--- config.mk ---
export PLATFORM = sky130hd
export DESIGN_NAME = button_conditioner
export DESIGN_NICKNAME = d
export VERILOG_FILES = /design/src/rtl/button_conditioner_pkg.sv /design/src/rtl/debounce_filter.sv /design/src/rtl/button_conditioner.sv
export SDC_FILE = /design/constraint.sdc
export NUM_CORES = 1
export LEC_CHECK = 0
export CORE_ASPECT_RATIO = 1.1
export CORE_MARGIN = 2
export CORE_UTILIZATION = 60
export CTS_BUF_LIST = sky130_fd_sc_hd__clkbuf_8
export CTS_CLUSTER_SIZE = 20
export DETAILED_ROUTE_END_ITERATION = 7
export PLACE_DENSITY = 0.79
export SLEW_MARGIN = 10
export SYNTH_ARGS = -nofsm -noshare
export SYNTH_HDL_FRONTEND = slang
export SYNTH_SLANG_ARGS = --single-unit
--- constraint.sdc ---
create_clock -name clk -period 7 [get_ports clk]
set_clock_uncertainty 0.2 [all_clocks]
set_input_delay 0.7 -clock clk [delete_from_list [all_inputs] [get_ports clk]]
set_output_delay 0.7 -clock clk [all_outputs]
set_load 0.02 [all_outputs]
--- src/rtl/button_conditioner_pkg.sv ---
// Shared definitions for the pushbutton conditioner: hold FSM state encoding
// and counter-width helpers used to size the debounce and hold counters.
package button_conditioner_pkg;

   typedef enum logic [1:0] {
      IDLE   = 2'd0,
      HELD   = 2'd1,
      REPEAT = 2'd2
   } hold_state_t;

   // Width needed to count 0..n-1, never narrower than one bit.
   function automatic int cnt_w(input int n);
      int w;
      w = $clog2(n);
      return (w < 1) ? 1 : w;
   endfunction

   function automatic int max_int(input int a, input int b);
      return (a > b) ? a : b;
   endfunction

endpackage

--- src/rtl/debounce_filter.sv ---
// Two-flop synchroniser followed by a stability counter. level_clean only
// takes a new value after sync2 has disagreed with it for DEBOUNCE_CYCLES
// consecutive cycles; any agreement in between restarts the count.
//
// Ports:
//   clk         system clock
//   reset       asynchronous, active-high reset
//   btn_raw     raw pin, asynchronous to clk
//   level_clean debounced level, same polarity as btn_raw (idles at NC)
module debounce_filter
   import button_conditioner_pkg::*;
#(
   parameter bit NC              = 1'b0,
   parameter int DEBOUNCE_CYCLES = 500000
) (
   input  logic clk,
   input  logic reset,
   input  logic btn_raw,
   output logic level_clean
);

   localparam int             DW    = cnt_w(DEBOUNCE_CYCLES);
   localparam logic [DW-1:0]  DB_TC = DW'(DEBOUNCE_CYCLES - 1);

   logic          sync1;
   logic          sync2;
   logic [DW-1:0] db_cnt;

   always_ff @(posedge clk or posedge reset) begin
      if (reset) begin
         sync1       <= NC;
         sync2       <= NC;
         level_clean <= NC;
         db_cnt      <= '0;
      end else begin
         sync1 <= btn_raw;
         sync2 <= sync1;
         if (sync2 == level_clean) begin
            db_cnt <= '0;
         end else if (db_cnt == DB_TC) begin
            level_clean <= sync2;
            db_cnt      <= '0;
         end else begin
            db_cnt <= db_cnt + DW'(1);
         end
      end
   end

endmodule

--- src/rtl/button_conditioner.sv ---
// Per-button front end: synchronise and debounce the raw pin, then track how
// long the button stays pressed to raise a long-press pulse and, while still
// held, periodic auto-repeat pulses.
//
// Ports:
//   clk          system clock
//   reset        asynchronous, active-high reset
//   btn_raw      raw pin, asynchronous to clk
//   level_clean  debounced level, same polarity as btn_raw
//   pressed      1 while the button is physically pressed
//   long_press   one-cycle pulse when the hold reaches HOLD_CYCLES
//   repeat_tick  one-cycle pulse every REPEAT_CYCLES after long_press
//
// state  | meaning
// IDLE   | button released, hold counter parked at 0
// HELD   | pressed, counting towards long_press
// REPEAT | long_press already issued, counting repeat periods
module button_conditioner
   import button_conditioner_pkg::*;
#(
   parameter bit NC              = 1'b0,
   parameter int DEBOUNCE_CYCLES = 500000,
   parameter int HOLD_CYCLES     = 50000000,
   parameter int REPEAT_CYCLES   = 10000000
) (
   input  logic clk,
   input  logic reset,
   input  logic btn_raw,
   output logic level_clean,
   output logic pressed,
   output logic long_press,
   output logic repeat_tick
);

   localparam int            HW      = cnt_w(max_int(HOLD_CYCLES, REPEAT_CYCLES));
   localparam logic [HW-1:0] HOLD_TC = HW'(HOLD_CYCLES - 1);
   localparam logic [HW-1:0] REP_TC  = HW'(REPEAT_CYCLES - 1);

   hold_state_t   state;
   hold_state_t   state_nxt;
   logic [HW-1:0] hold_cnt;
   logic [HW-1:0] hold_cnt_nxt;

   debounce_filter #(
      .NC              (NC),
      .DEBOUNCE_CYCLES (DEBOUNCE_CYCLES)
   ) u_debounce (
      .clk         (clk),
      .reset       (reset),
      .btn_raw     (btn_raw),
      .level_clean (level_clean)
   );

   assign pressed = level_clean ^ NC;

   always_ff @(posedge clk or posedge reset) begin
      if (reset) begin
         state    <= IDLE;
         hold_cnt <= '0;
      end else begin
         state    <= state_nxt;
         hold_cnt <= hold_cnt_nxt;
      end
   end

   // Release is tested before terminal count so a release landing on the
   // terminal cycle suppresses the pulse.
   always_comb begin
      state_nxt    = state;
      hold_cnt_nxt = hold_cnt;
      long_press   = 1'b0;
      repeat_tick  = 1'b0;
      case (state)
         IDLE: begin
            if (pressed) begin
               state_nxt    = HELD;
               hold_cnt_nxt = HW'(1);
            end else begin
               hold_cnt_nxt = '0;
            end
         end
         HELD: begin
            if (!pressed) begin
               state_nxt    = IDLE;
               hold_cnt_nxt = '0;
            end else if (hold_cnt == HOLD_TC) begin
               long_press   = 1'b1;
               state_nxt    = REPEAT;
               hold_cnt_nxt = '0;
            end else begin
               hold_cnt_nxt = hold_cnt + HW'(1);
            end
         end
         REPEAT: begin
            if (!pressed) begin
               state_nxt    = IDLE;
               hold_cnt_nxt = '0;
            end else if (hold_cnt == REP_TC) begin
               repeat_tick  = 1'b1;
               hold_cnt_nxt = '0;
            end else begin
               hold_cnt_nxt = hold_cnt + HW'(1);
            end
         end
         default: begin
            state_nxt    = IDLE;
            hold_cnt_nxt = '0;
         end
      endcase
   end

endmodule
## Word level (Yosys, flattened, before mapping)

Cells that the tools add are included.

- Flip-flop bits (word level): 50
- Latch bits: 0
- Memory bits (writable): 0
- ROM bits: 0
- Output and inout port bits: 4
- Memories: 0

- $add $sub $neg: 2
- $mul: 0
- Div/mod/pow operators: 0
- Magnitude comparators: 0
- Eq/ne operators: 9
- Shifts and indexed selects: 0
- Muxes and demuxes: 19
- Bitwise gates (word level): 1
- Reduce and logical (&&, ||, !) cells: 3

Operators with widths:

| cell | count |
|---|---|
| 26-bit two-way mux | 4 |
| 26-bit one-hot mux with 3 select lines | 1 |
| 19-bit two-way mux | 2 |
| 26-bit by 1-bit adder with 26-bit output (second input constant) | 1 |
| 26-bit by 24-bit == test with 1-bit output (second input constant) | 1 |
| 26-bit == test (second input constant) | 1 |
| 19-bit by 1-bit adder with 19-bit output (second input constant) | 1 |
| 19-bit == test (second input constant) | 1 |
| 2-bit two-way mux | 4 |
| 1-bit two-way mux | 7 |
| 2-bit one-hot mux with 3 select lines | 1 |
| 3-bit != test (second input constant) | 1 |
| 3-bit AND reduction | 1 |
| 2-bit by 1-bit == test with 1-bit output (second input constant) | 1 |
| 2-bit == test (second input constant) | 1 |
| 2-bit zero test | 1 |
| 2-bit by 1-bit != test with 1-bit output (second input constant) | 1 |
| 2-bit != test (second input constant) | 1 |
| 2-bit AND reduction | 1 |
| 1-bit == test | 1 |
| 1-bit NOT | 1 |

## Logic depth before layout (Yosys ltp)

- Depth in word-level cells: 4
- Gate-level depth with buffers: 7

## Modules after synthesis

From an unflattened synthesis, not the netlist that was laid out.

- Cells, all modules: 267
- Area, all modules: 2707.6 um^2

Modules (own cells, without submodules):

| module | instances | cells each | area an instance (um^2) | seq. area each (um^2) |
|---|---|---|---|---|
| button_conditioner | 1 | 164 | 1616.6 | 700.7 |
| debounce_filter | 1 | 103 | 1091.0 | 550.5 |

## Least setup slack after synthesis

OpenSTA, ideal clock, no wires.

- Path kind: register -> output
- Start point: register hold_cnt[0]
- End point: output port long_press
- Arrival: 1.777 ns
- Required time: 6.100 ns
- Slack: 4.323 ns
- Stages on the path, launching flop included: 7
- Cells stage by stage: dfrtp_1 -> ha_1 -> and3_1 -> buf_2 -> nand4_1 -> or3_1 -> nor2_1

- Cells in the longest elaborated chain, start to end: 4

Ends and longest elaborated chain:

| item | line | RTL |
|---|---|---|
| start, declared | button_conditioner.sv:41 | `logic [HW-1:0] hold_cnt;` |
| start signal, assigned | button_conditioner.sv:62 | `hold_cnt <= hold_cnt_nxt;` |
| 26-bit == test | button_conditioner.sv:86 | `end else if (hold_cnt == HOLD_TC) begin` |
| 1-bit two-way mux | button_conditioner.sv:86 |  |
| 1-bit two-way mux | button_conditioner.sv:83 | `if (!pressed) begin` |
| 1-bit two-way mux | button_conditioner.sv:73 | `case (state)` |
| end, declared | button_conditioner.sv:31 | `output logic long_press,` |

Every way passes these cells.

## Worst setup path after layout

Same ends and word-level chain as after synthesis.

==> impl_metrics.tcl <==
set metrics [dict create \
    status "completed" \
    rsz0062_at_grt "no" \
    portBuffers 6 \
    holdPathEnd "u_debounce.sync2$_DFF_PP0_" \
    first_pass_iters 5 \
    clockBufferDepth 2 \
    ant_nets 0 \
    viasPerCell 6.19 \
    slowest_delay_ns 0.62 \
    cp-end-kind "output port" \
    clkSlewWorstSetupHoldPaths_ns 0.09 \
    critical_path_arrival_ns 2.74 \
    root_buffer "clkbuf_8" \
    synth.top_cell.area_share 0.478 \
    numCtsBuffers 5 \
    cap_violations 0 \
    setup_ws_ns 3.36 \
    yosys_register_bits 50 \
    synthCells 269 \
    nFillCells 356 \
    core_um2 4250 \
    ys_seq_area_frac 0.478 \
    fmax_mhz 275 \
    hp-class "reg2reg" \
    path_cells "ha_1 > and3_1 > nand4_1 > or3_1 > nor2_1 > clkdlybuf4s50_1" \
    num-nets-final 279 \
    final_cell_mix "dfrtp_1 (50), nor2_1 (21), nand2_1 (19)" \
    synth_warnings 0 \
    start_util 0.616 \
    setup_tns_ns 0 \
    grt_start_max_net_pins 51 \
    powerDensity_nw_per_um2 168 \
    slowest_stage "clkdlybuf4s50_1" \
    grt_overflow 0 \
    first_global_vias 2075 \
    yosysTopAreaCell "dfrtp_1" \
    clk_latency_ns 0.30 \
    setup_viol 0 \
    cpLargestDelayFamily "simple AND/OR/NAND/NOR gates" \
    postCtsSetupBuffers 0 \
    antenna_found_initial 0 \
    io_pins 7 \
    path_class "reg2out" \
    synth.distinct_cells 40 \
    cp-start-kind "register" \
    slew_headroom 0.334 \
    r2r-end "hold_cnt[24]$_DFF_PP0_" \
    wl_per_cell_um 15.6 \
    die_area_um2 4910 \
    die_w_um 67.0 \
    synth_area_um2 2620 \
    cts_hold_buf 0 \
    worstPathMaxFanout 6 \
    period_needed_ns 3.64 \
    use_met2 0.434 \
    power.static_leakage_nw 1.01 \
    worstHoldPathCells 0 \
    ys_top_cells_by_area "dfrtp_1 (48%), xnor2_1 (6.0%), a22oi_1 (3.7%), nor2_1 (3.0%), a21oi_1 (2.9%)" \
    top_usage_layer "met2" \
    timing.critical_path.buf_inv 1 \
    slew_viol_final 0 \
    mostFrequentLayoutCell "dfrtp_1" \
    post-place-ws_ns 3.68 \
    vias 2038 \
    synthToLayoutAreaGrowth_pct 6.93 \
    grt_pass1_wl_um 9200 \
    drive_gt1_frac 0.0764 \
    drc 0 \
    cts_resized 0 \
    num_antenna_cells 0 \
    ff2ff_path_depth 6 \
    cts_tree "done" \
    period_share 0.520 \
    gp_routability_congestion 0.801 \
    hpwl_um 3610 \
    wirelength_um 5120 \
    drt-initial-drc-count 99 \
    synth_nets 274 \
    fp.dieH_um 73.3 \
    grtUsageTotal 0.249 \
    use_met1 0.297 \
    met3_usage 0.0459 \
    tightest_slew_ns 0.997 \
    reg2reg_slack_ns 4.37 \
    worstHoldStart "u_debounce.sync1$_DFF_PP0_" \
    ir_worst_vdd_v 0.000113 \
    rows 25 \
    avgSynthCellArea_um2 9.74 \
    clock-sinks 50 \
    r2r_start "hold_cnt[0]$_DFF_PP0_" \
    hold_violations 0 \
    cts-htree-levels 2 \
    cp.required_ns 6.10 \
]
-- through the flow --
stage               hold WS, ns   util  instances  area [um2]  power, mW
floorplan                 0.131      -        269        2620      0.307
global placement          0.135  0.637        321        2710      0.310
detailed placement        0.141  0.637        321        2710      0.310
CTS                       0.162  0.658        329        2800      0.476
global route              0.177  0.658        329        2800      0.491
finish                    0.157  0.658        329        2800      0.471
-- state kept, by name, summed over array words and instances (netlist names) --
name and flops:
hold_cnt 26, u_debounce.db_cnt 19, u_debounce.level_clean 1, u_debounce.sync2 1
u_debounce.sync1 1, state 2
-- area by class of cell --
| class | instances | area [um2] | share of cell area |
|---|---|---|---|
| Multi-Input combinational cell | 199 | 1280 | 0.457 |
| Sequential cell | 50 | 1250 | 0.447 |
| Timing Repair Buffer | 8 | 75.1 | 0.0268 |
| Clock buffer | 5 | 68.8 | 0.0246 |
| Tap cell | 54 | 67.6 | 0.0241 |
| Inverter | 10 | 37.5 | 0.0134 |
| Clock inverter | 3 | 21.3 | 0.00760 |
-- cell usage after synthesis (all sizes together) --
library cell  count
dfrtp            50
nor2             21
nand2            19
xnor2            18
a21oi            15
nand3            14
a22oi            13
o21ai            11
or3              11
inv              10
nand4            10
o31ai             9
or4               9
nor4              7
xor2              7
clkbuf            6
and2              5
and3              4
buf               4
nor3              4
and4              3
nor2b             3
nor4b             3
ha                2
or2               2
a21boi            1
a311o             1
mux2              1
o21a              1
o311a             1
o41ai             1
or3b              1
or4b              1
or4bb             1
-- kinds of logic after synthesis --
family,Yosys count,synth area share
AOI/OAI and AO/OA,53,0.138
xor gates and xnor gates,25,0.0836
adders and majority gates,2,0.00955
buffers and inverters,20,0.0339
DFF,50,0.478
muxes,1,0.00430
and+or+nand+nor,118,0.253
-- power breakdown --
| group | switching [mW] | total [mW] | leakage [nW] | internal (mW) |
|---|---|---|---|---|
| Combinational | 0.00876 | 0.0116 | 0.278 | 0.00279 |
| Clock | 0.0967 | 0.167 | 0.0441 | 0.0703 |
| Sequential | 0.00171 | 0.292 | 0.692 | 0.291 |
-- routing by layer --
metal  vias to the layer above  wire [um]  share of wire
met5                         -          0              0
met4                         0        112          0.022
met3                        10        123          0.024
met2                        27       2710           0.53
met1                      1002       2180           0.43
li1                        999          -              -
-- worst max-delay path by stage --
stage                 end                  start  depth (start not counted)  slack (ns)
3_5_place_dp   long_press  hold_cnt[0]$_DFF_PP0_                          6        3.68
4_1_cts        long_press  hold_cnt[0]$_DFF_PP0_                          6        3.33
6_report       long_press  hold_cnt[0]$_DFF_PP0_                          6        3.36
2_1_floorplan  long_press  hold_cnt[0]$_DFF_PP0_                          6        4.32
3_3_place_gp   long_press  hold_cnt[0]$_DFF_PP0_                          6        3.78
5_1_grt        long_press  hold_cnt[0]$_DFF_PP0_                          6        3.17
(Power assumes the default switching activity.)
